**src/rtl/mem_arbiter.sv**
```systemverilog
// Three-way arbiter (reprogram, DMA, CPU) in front of the single memory port.
// One transaction at a time: IDLE -> BUSY -> DONE, fixed priority with a DMA burst cap.
module mem_arbiter #(
   parameter int unsigned DMA_BURST = 4
) (
   input  logic        clk,
   input  logic        rstn,
   input  logic        rpg_mode,
   input  logic [31:0] rq_addr  [3],
   input  logic [31:0] rq_wdata [3],
   input  logic [1:0]  rq_width [3],
   input  logic        rq_read  [3],
   input  logic        rq_write [3],
   output logic [31:0] rq_rdata [3],
   output logic        rq_ok    [3],
   output logic [31:0] mem_addr,
   output logic [31:0] mem_wdata,
   output logic [1:0]  mem_width,
   output logic        mem_read,
   output logic        mem_write,
   input  logic [31:0] mem_rdata,
   input  logic        mem_ok
);

   typedef enum logic [1:0] {
      IDLE,
      BUSY,
      DONE
   } state_t;

   localparam logic [3:0] BURST_MAX = 4'(DMA_BURST);

   state_t     state;
   state_t     state_next;
   logic [2:0] active;
   logic       grant;
   logic [1:0] win;
   logic [1:0] owner;
   logic [3:0] burst_cnt;
   logic       burst_full;
   logic       finish;

   always_comb begin
      active[0] = rq_read[0] | rq_write[0];
      active[1] = (rq_read[1] | rq_write[1]) & ~rpg_mode;
      active[2] = (rq_read[2] | rq_write[2]) & ~rpg_mode;
   end

   assign burst_full = (burst_cnt == BURST_MAX);
   assign grant      = (state == IDLE) && (active != 3'b000);
   assign finish     = (state == BUSY) && mem_ok;

   // DMA yields to a waiting CPU once it has used up its burst allowance.
   always_comb begin
      win = 2'd0;
      if (active[0]) begin
         win = 2'd0;
      end else if (active[1] && !(active[2] && burst_full)) begin
         win = 2'd1;
      end else if (active[2]) begin
         win = 2'd2;
      end
   end

   always_comb begin
      state_next = state;
      case (state)
         IDLE:    if (grant) state_next = BUSY;
         BUSY:    if (mem_ok) state_next = DONE;
         DONE:    state_next = IDLE;
         default: state_next = IDLE;
      endcase
   end

   always_ff @(posedge clk or negedge rstn) begin
      if (!rstn) begin
         state <= IDLE;
      end else begin
         state <= state_next;
      end
   end

   always_ff @(posedge clk or negedge rstn) begin
      if (!rstn) begin
         mem_addr  <= '0;
         mem_wdata <= '0;
         mem_width <= '0;
         mem_read  <= 1'b0;
         mem_write <= 1'b0;
         owner     <= '0;
         burst_cnt <= '0;
      end else if (grant) begin
         mem_addr  <= rq_addr[win];
         mem_wdata <= rq_wdata[win];
         mem_width <= rq_width[win];
         mem_read  <= rq_read[win] & ~rq_write[win];
         mem_write <= rq_write[win];
         owner     <= win;
         if (win == 2'd1 && active[2]) begin
            if (!burst_full) burst_cnt <= burst_cnt + 4'd1;
         end else if (win == 2'd2 || !active[2]) begin
            burst_cnt <= '0;
         end
      end else if (finish) begin
         mem_read  <= 1'b0;
         mem_write <= 1'b0;
      end
   end

   always_ff @(posedge clk or negedge rstn) begin
      if (!rstn) begin
         for (int unsigned i = 0; i < 3; i++) begin
            rq_rdata[i] <= '0;
            rq_ok[i]    <= 1'b0;
         end
      end else begin
         for (int unsigned i = 0; i < 3; i++) begin
            rq_ok[i] <= finish && (owner == 2'(i));
            if (finish && (owner == 2'(i))) rq_rdata[i] <= mem_rdata;
         end
      end
   end

endmodule

```
**config.mk**
```make
export PLATFORM = sky130hd
export DESIGN_NAME = mem_arbiter
export DESIGN_NICKNAME = d
export VERILOG_FILES = /design/src/rtl/mem_arbiter.sv
export SDC_FILE = /design/constraint.sdc
export NUM_CORES = 1
export LEC_CHECK = 0
export ABC_AREA = 1
export CORE_AREA = 2 2 158 160
export CTS_BUF_LIST = sky130_fd_sc_hd__clkbuf_4 sky130_fd_sc_hd__clkbuf_8 sky130_fd_sc_hd__clkbuf_16
export DETAILED_ROUTE_END_ITERATION = 8
export DIE_AREA = 0 0 160 162
export PLACE_DENSITY_LB_ADDON = 0.05
export SLEW_MARGIN = 40
export SYNTH_ARGS = -nofsm -noshare
export SYNTH_HDL_FRONTEND = slang
export SYNTH_SLANG_ARGS = --single-unit
```
**constraint.sdc**
```tcl
create_clock -name clk -period 4.1 [get_ports clk]
set_clock_uncertainty 0.1 [all_clocks]
set_input_delay 0.82 -clock clk [delete_from_list [all_inputs] [get_ports clk]]
set_output_delay 0.82 -clock clk [all_outputs]
set_load 0.01 [all_outputs]
```
Word level (Yosys, flattened, before mapping)
Cells that the tools add are included.

storage, ports and cells
  logic and storage cells = 79
  output and inout bits = 167
  flip-flop bits (word level) = 175
  input bits = 240

cells by class
  muxes and demuxes = 27
  $lt $le $gt $ge = 1
  equal/unequal tests = 9
  bitwise gates (word level) = 9
  add/subtract/negate cells = 1
  reductions and logical operators = 18

operators with widths
  kind                                                              count
  32-bit binary-select mux with 2-bit select                        2
  32-bit 2-to-1 mux                                                 4
  2-bit 2-to-1 mux                                                  7
  4-bit 2-to-1 mux                                                  3
  1-bit logical AND                                                 8
  1-bit 2-to-1 mux                                                  7
  2-bit by 1-bit == test with 1-bit output (second input constant)  3
  2-bit != test (second input constant)                             3
  4-bit by 1-bit adder with 4-bit output (second input constant)    1
  1-bit binary-select mux with 2-bit select                         2
  2-bit binary-select mux with 2-bit select                         1
  2-bit == test (second input constant)                             2
  4-bit by 3-bit == test with 1-bit output (second input constant)  1
  2-bit logical NOT                                                 2
  2-bit one-hot mux with 2 select lines                             1
  2-bit nonzero test                                                2
  1-bit bitwise AND                                                 3
  3-bit greater-or-equal comparator (second input constant)         1
  2-bit inverter with 3-bit output                                  1
  1-bit bitwise OR                                                  3
  3-bit AND reduction                                               1
  3-bit nonzero test                                                1
  1-bit logical NOT                                                 2
  1-bit inverter                                                    2
  2 further kinds                                                   2

Longest topological paths before layout
  word-level depth = 14
  mapped depth = 13
  mapped depth without buffers = 12

Least setup slack after synthesis
Ideal clock, no wire load.

  path kind = input-to-reg
  start point = in rq_read[2] (netlist bit)
  end point = reg mem_addr[10]
  stages on the path = 10
  setup time = 0.117 ns
  required time = 3.883 ns
  arrival time = 1.781 ns
  slack = 2.102 ns
  buffers on the path = 2
  cell sequence = nor2_4 > inv_2 > nor2_1 > nand2_2 > inv_2 > buf_6 > buf_6 > nand2_1 > nand3_1 > nand2_1

on the way
  longest elaborated chain between the ends = 6

RTL lines
  item                                                    RTL line  RTL
  from (decl)                                             12        input logic rq_read [3],
  1-bit bitwise OR *                                      44        active[0] = rq_read[0] | rq_write[0];
  2-bit 2-to-1 mux                                        56        if (active[0]) begin
  2-bit inverter with 3-bit output (implied by the code)  93        mem_addr <= rq_addr[win];
  32-bit binary-select mux with 2-bit select              93
  32-bit 2-to-1 mux (implied by the code) (2 in series)   93
  to (signal assigned)                                    93
  to (decl)                                               16        output logic [31:0] mem_addr,

Mark *: on every way between the ends. The rest lies on a longest branch, timed or not. The select of a mux whose other input is x is not followed.
A chain may end at the register's enable or synchronous reset.

Final worst setup path
  start point = in rq_write[2] (netlist bit)
  end point = reg owner[0]

on the way
  longest elaborated chain between the ends = 3

RTL lines
  item                  RTL line  RTL
  from (decl)           13        input logic rq_write [3],
  1-bit bitwise OR *    44
  3-bit nonzero test    50        assign grant = (state == IDLE) && (active != 3'b000);
  1-bit logical AND     50
  to (signal assigned)  98        owner <= win;
  to (decl)             38        logic [1:0] owner;

Mark *: on every way between the ends. The rest lies on a longest branch, timed or not.

==> flow_metrics.tcl <==
set metrics [dict create \
    final_hold_viol_count 0 \
    h-tree-depth 4 \
    crit_arrival_ps 3250 \
    hpwl_um 21500 \
    syn-instance-count 1071 \
    drt-pass1-iter-count 5 \
    wirelength_um 30500 \
    grt_overflow 0 \
    area_growth_pct 57.3 \
    powerDensity_nw_per_um2 622 \
    ys_seq_area_frac 0.514 \
    outcome "completed" \
    ys_seq_elements 175 \
    gp_congestion 0.829 \
    dr_total_vias 8529 \
    cts_buffer_depth 2 \
    cts_made_buffers 17 \
    endpoint_kind "register" \
    detail_route.vias_per_cell 4.80 \
    maxSlewViolCount 0 \
    postCtsHoldBufs 0 \
    antenna_left 0 \
    start_util 0.354 \
    synth_area_sq_um 8530 \
    dp.cells 1745 \
    crit_chain "clkdlybuf4s50_1 -> nor2_4 -> buf_4 -> nand3_1 -> nand2_2 -> buf_4 -> o21ai_0" \
    avgSynthCellArea_sq_um 7.96 \
    power_leakage_nw 6.39 \
    crit_top_cell "buf_4" \
    power_frac_seq 0.353 \
    rsz0062_at_grt "no" \
    max-vdd-ir-drop_mv 0.337 \
    crit_cells 7 \
    worst_pin_slew_ps 815 \
    power_frac_comb 0.452 \
    timing.final.crit_share 0.751 \
    dieArea_sq_um 25900 \
    drt-initial-drc-count 519 \
    port_buffers 406 \
    maxSlewHeadroom 0.457 \
    clkSlewWorstSetupHoldPaths_ps 80 \
    startpoint_type "input pin" \
    worst-setup-path-type "in2reg" \
    drc 0 \
    min_period_ps 3080 \
    pwr-share-clk 0.195 \
    critPathMaxStageDelay_ps 630 \
    power.internal_w 0.00532 \
    clk_latency_ps 430 \
    final-setup-viol-count 0 \
    synth_cell_types 26 \
    cts_tree "yes" \
    cts_sinks 175 \
    finalSetupTns_ps 0 \
    num_rows 57 \
    antenna_found_initial 0 \
    cp.required_ps 4270 \
    coreArea_sq_um 24100 \
    cap_violations 0 \
    syn_nets 1313 \
    fp.dieH_um 162 \
    fmax_ghz 0.325 \
    switching_share 0.362 \
    drive_above_1_share 0.0640 \
    fp.dieW_um 160 \
    root_buffer "clkbuf_16" \
    nets 1682 \
    first_global_vias 8241 \
    cts_resized 0 \
    final_common_cell "clkdlybuf4s50_1" \
    crit_path_max_fanout 73 \
    regToRegSetupSlack_ps 1510 \
    final_cells 1778 \
    grtUsageTotal 0.233 \
    grt_first_pass_wirelength_um 47300 \
    p_sw_w 0.00302 \
    critPathSlowestCell "buf_4" \
    rr_worst_depth 12 \
    hp-class "in2async" \
    grt_max_degree 85 \
    post_drt_wl_per_cell_um 17.1 \
    layout_common_cells "clkdlybuf4s50_1, nand2_1, dfrtp_1, nand3_1, inv_1" \
    filler_cell_count 2347 \
    ys_warn_count 0 \
    post_cts_buffers 0 \
    pin_count 407 \
    path_buf_inv 3 \
    cp_top_family "buffers and inverters" \
]
==> per-layer routing <==
layer	global-route usage	part of all wire	up-vias
met2	0.398	0.50	337
met3	0.0633	0.076	36
met1	0.291	0.40	3989
met4	0.0676	0.022	0
met5	0	0	-
li1	-	-	4167
==> final cells by class <==
class | instances | area, sq um | share of cell area
multi-input combinational | 708 | 3350 | 0.250
sequential | 175 | 4380 | 0.327
inverter | 114 | 429 | 0.0320
timing repair buffer | 424 | 4240 | 0.316
tap | 324 | 405 | 0.0302
antenna | 1 | 2.50 | 0.000187
clock buffer | 18 | 433 | 0.0323
clock inverter | 14 | 173 | 0.0129
==> through the flow <==
step / cell area [sq um] / total power, W / hold WS (ps) / setup WS [ps] / util
3_5_place_dp: 12800 / 0.00680 / 358 / 547 / 0.531
5_1_grt: 13400 / 0.00891 / 374 / 801 / 0.556
6_report: 13400 / 0.00834 / 326 / 1020 / 0.556
3_3_place_gp: 12800 / 0.00672 / 353 / 616 / 0.530
4_1_cts: 13400 / 0.00846 / 374 / 963 / 0.556
2_1_floorplan: 8530 / 0.00446 / 353 / 2100 / -
==> sequential cells by signal, indices dropped and copies added, names as in the netlist <==
signal and cells:
burst_cnt 4, mem_write 1, rq_ok 3, mem_addr 32
mem_width 2, mem_read 1, rq_rdata 96, state 2
mem_wdata 32, owner 2
==> Yosys cell counts, drive strengths merged <==
cell type / count / area (sq um)
mux2: 26 / 293
buf: 52 / 309
nor2: 20 / 85.1
ha: 2 / 25.0
o211ai: 1 / 7.51
xor2: 1 / 8.76
o31ai: 1 / 7.51
nand4: 67 / 419
inv: 114 / 428
o21ai: 39 / 195
a21oi: 12 / 60.1
clkbuf: 22 / 82.6
dfrtp: 175 / 4380
nor3: 2 / 21.3
nand3: 141 / 706
xnor2: 1 / 8.76
nand2: 395 / 1490
==> worst paths after layout <==
path,end,startpoint
worst max-delay path,owner[0]$_DFFE_PN0P_,rq_write[2]
worst min-delay path,rq_rdata[95]$_DFFE_PN0P_,rstn
worst max register to register,mem_width[0]$_DFFE_PN0P_,burst_cnt[0]$_DFFE_PN0P_
worst min register to register,rq_rdata[71]$_DFFE_PN0P_,rq_rdata[71]$_DFFE_PN0P_
max in group asynchronous,rq_rdata[41]$_DFFE_PN0P_,rstn
min in group clk,rq_rdata[71]$_DFFE_PN0P_,rq_rdata[71]$_DFFE_PN0P_
==> kinds of logic (layout without fill, tap and decap cells) <==
group	count (synthesis)	in the layout	share of synthesized area
other	0	1	0
AOI/OAI and AO/OA	53	53	0.0317
muxes	26	26	0.0343
buffers and inverters	188	570	0.0961
and+or+nand+nor	625	625	0.319
xor gates and xnor gates	2	2	0.00205
adders and majority gates	2	2	0.00293
DFF	175	175	0.514
==> power by group through the flow <==
stage          clock (W)  combinational [W]  sequential [W]
3_5_place_dp           0            0.00383         0.00296
3_3_place_gp           0            0.00377         0.00295
6_report         0.00163            0.00377         0.00294
5_1_grt          0.00175            0.00410         0.00305
2_1_floorplan          0            0.00117         0.00330
4_1_cts          0.00167            0.00384         0.00295
Note: power is estimated with default switching activity, not from simulation.
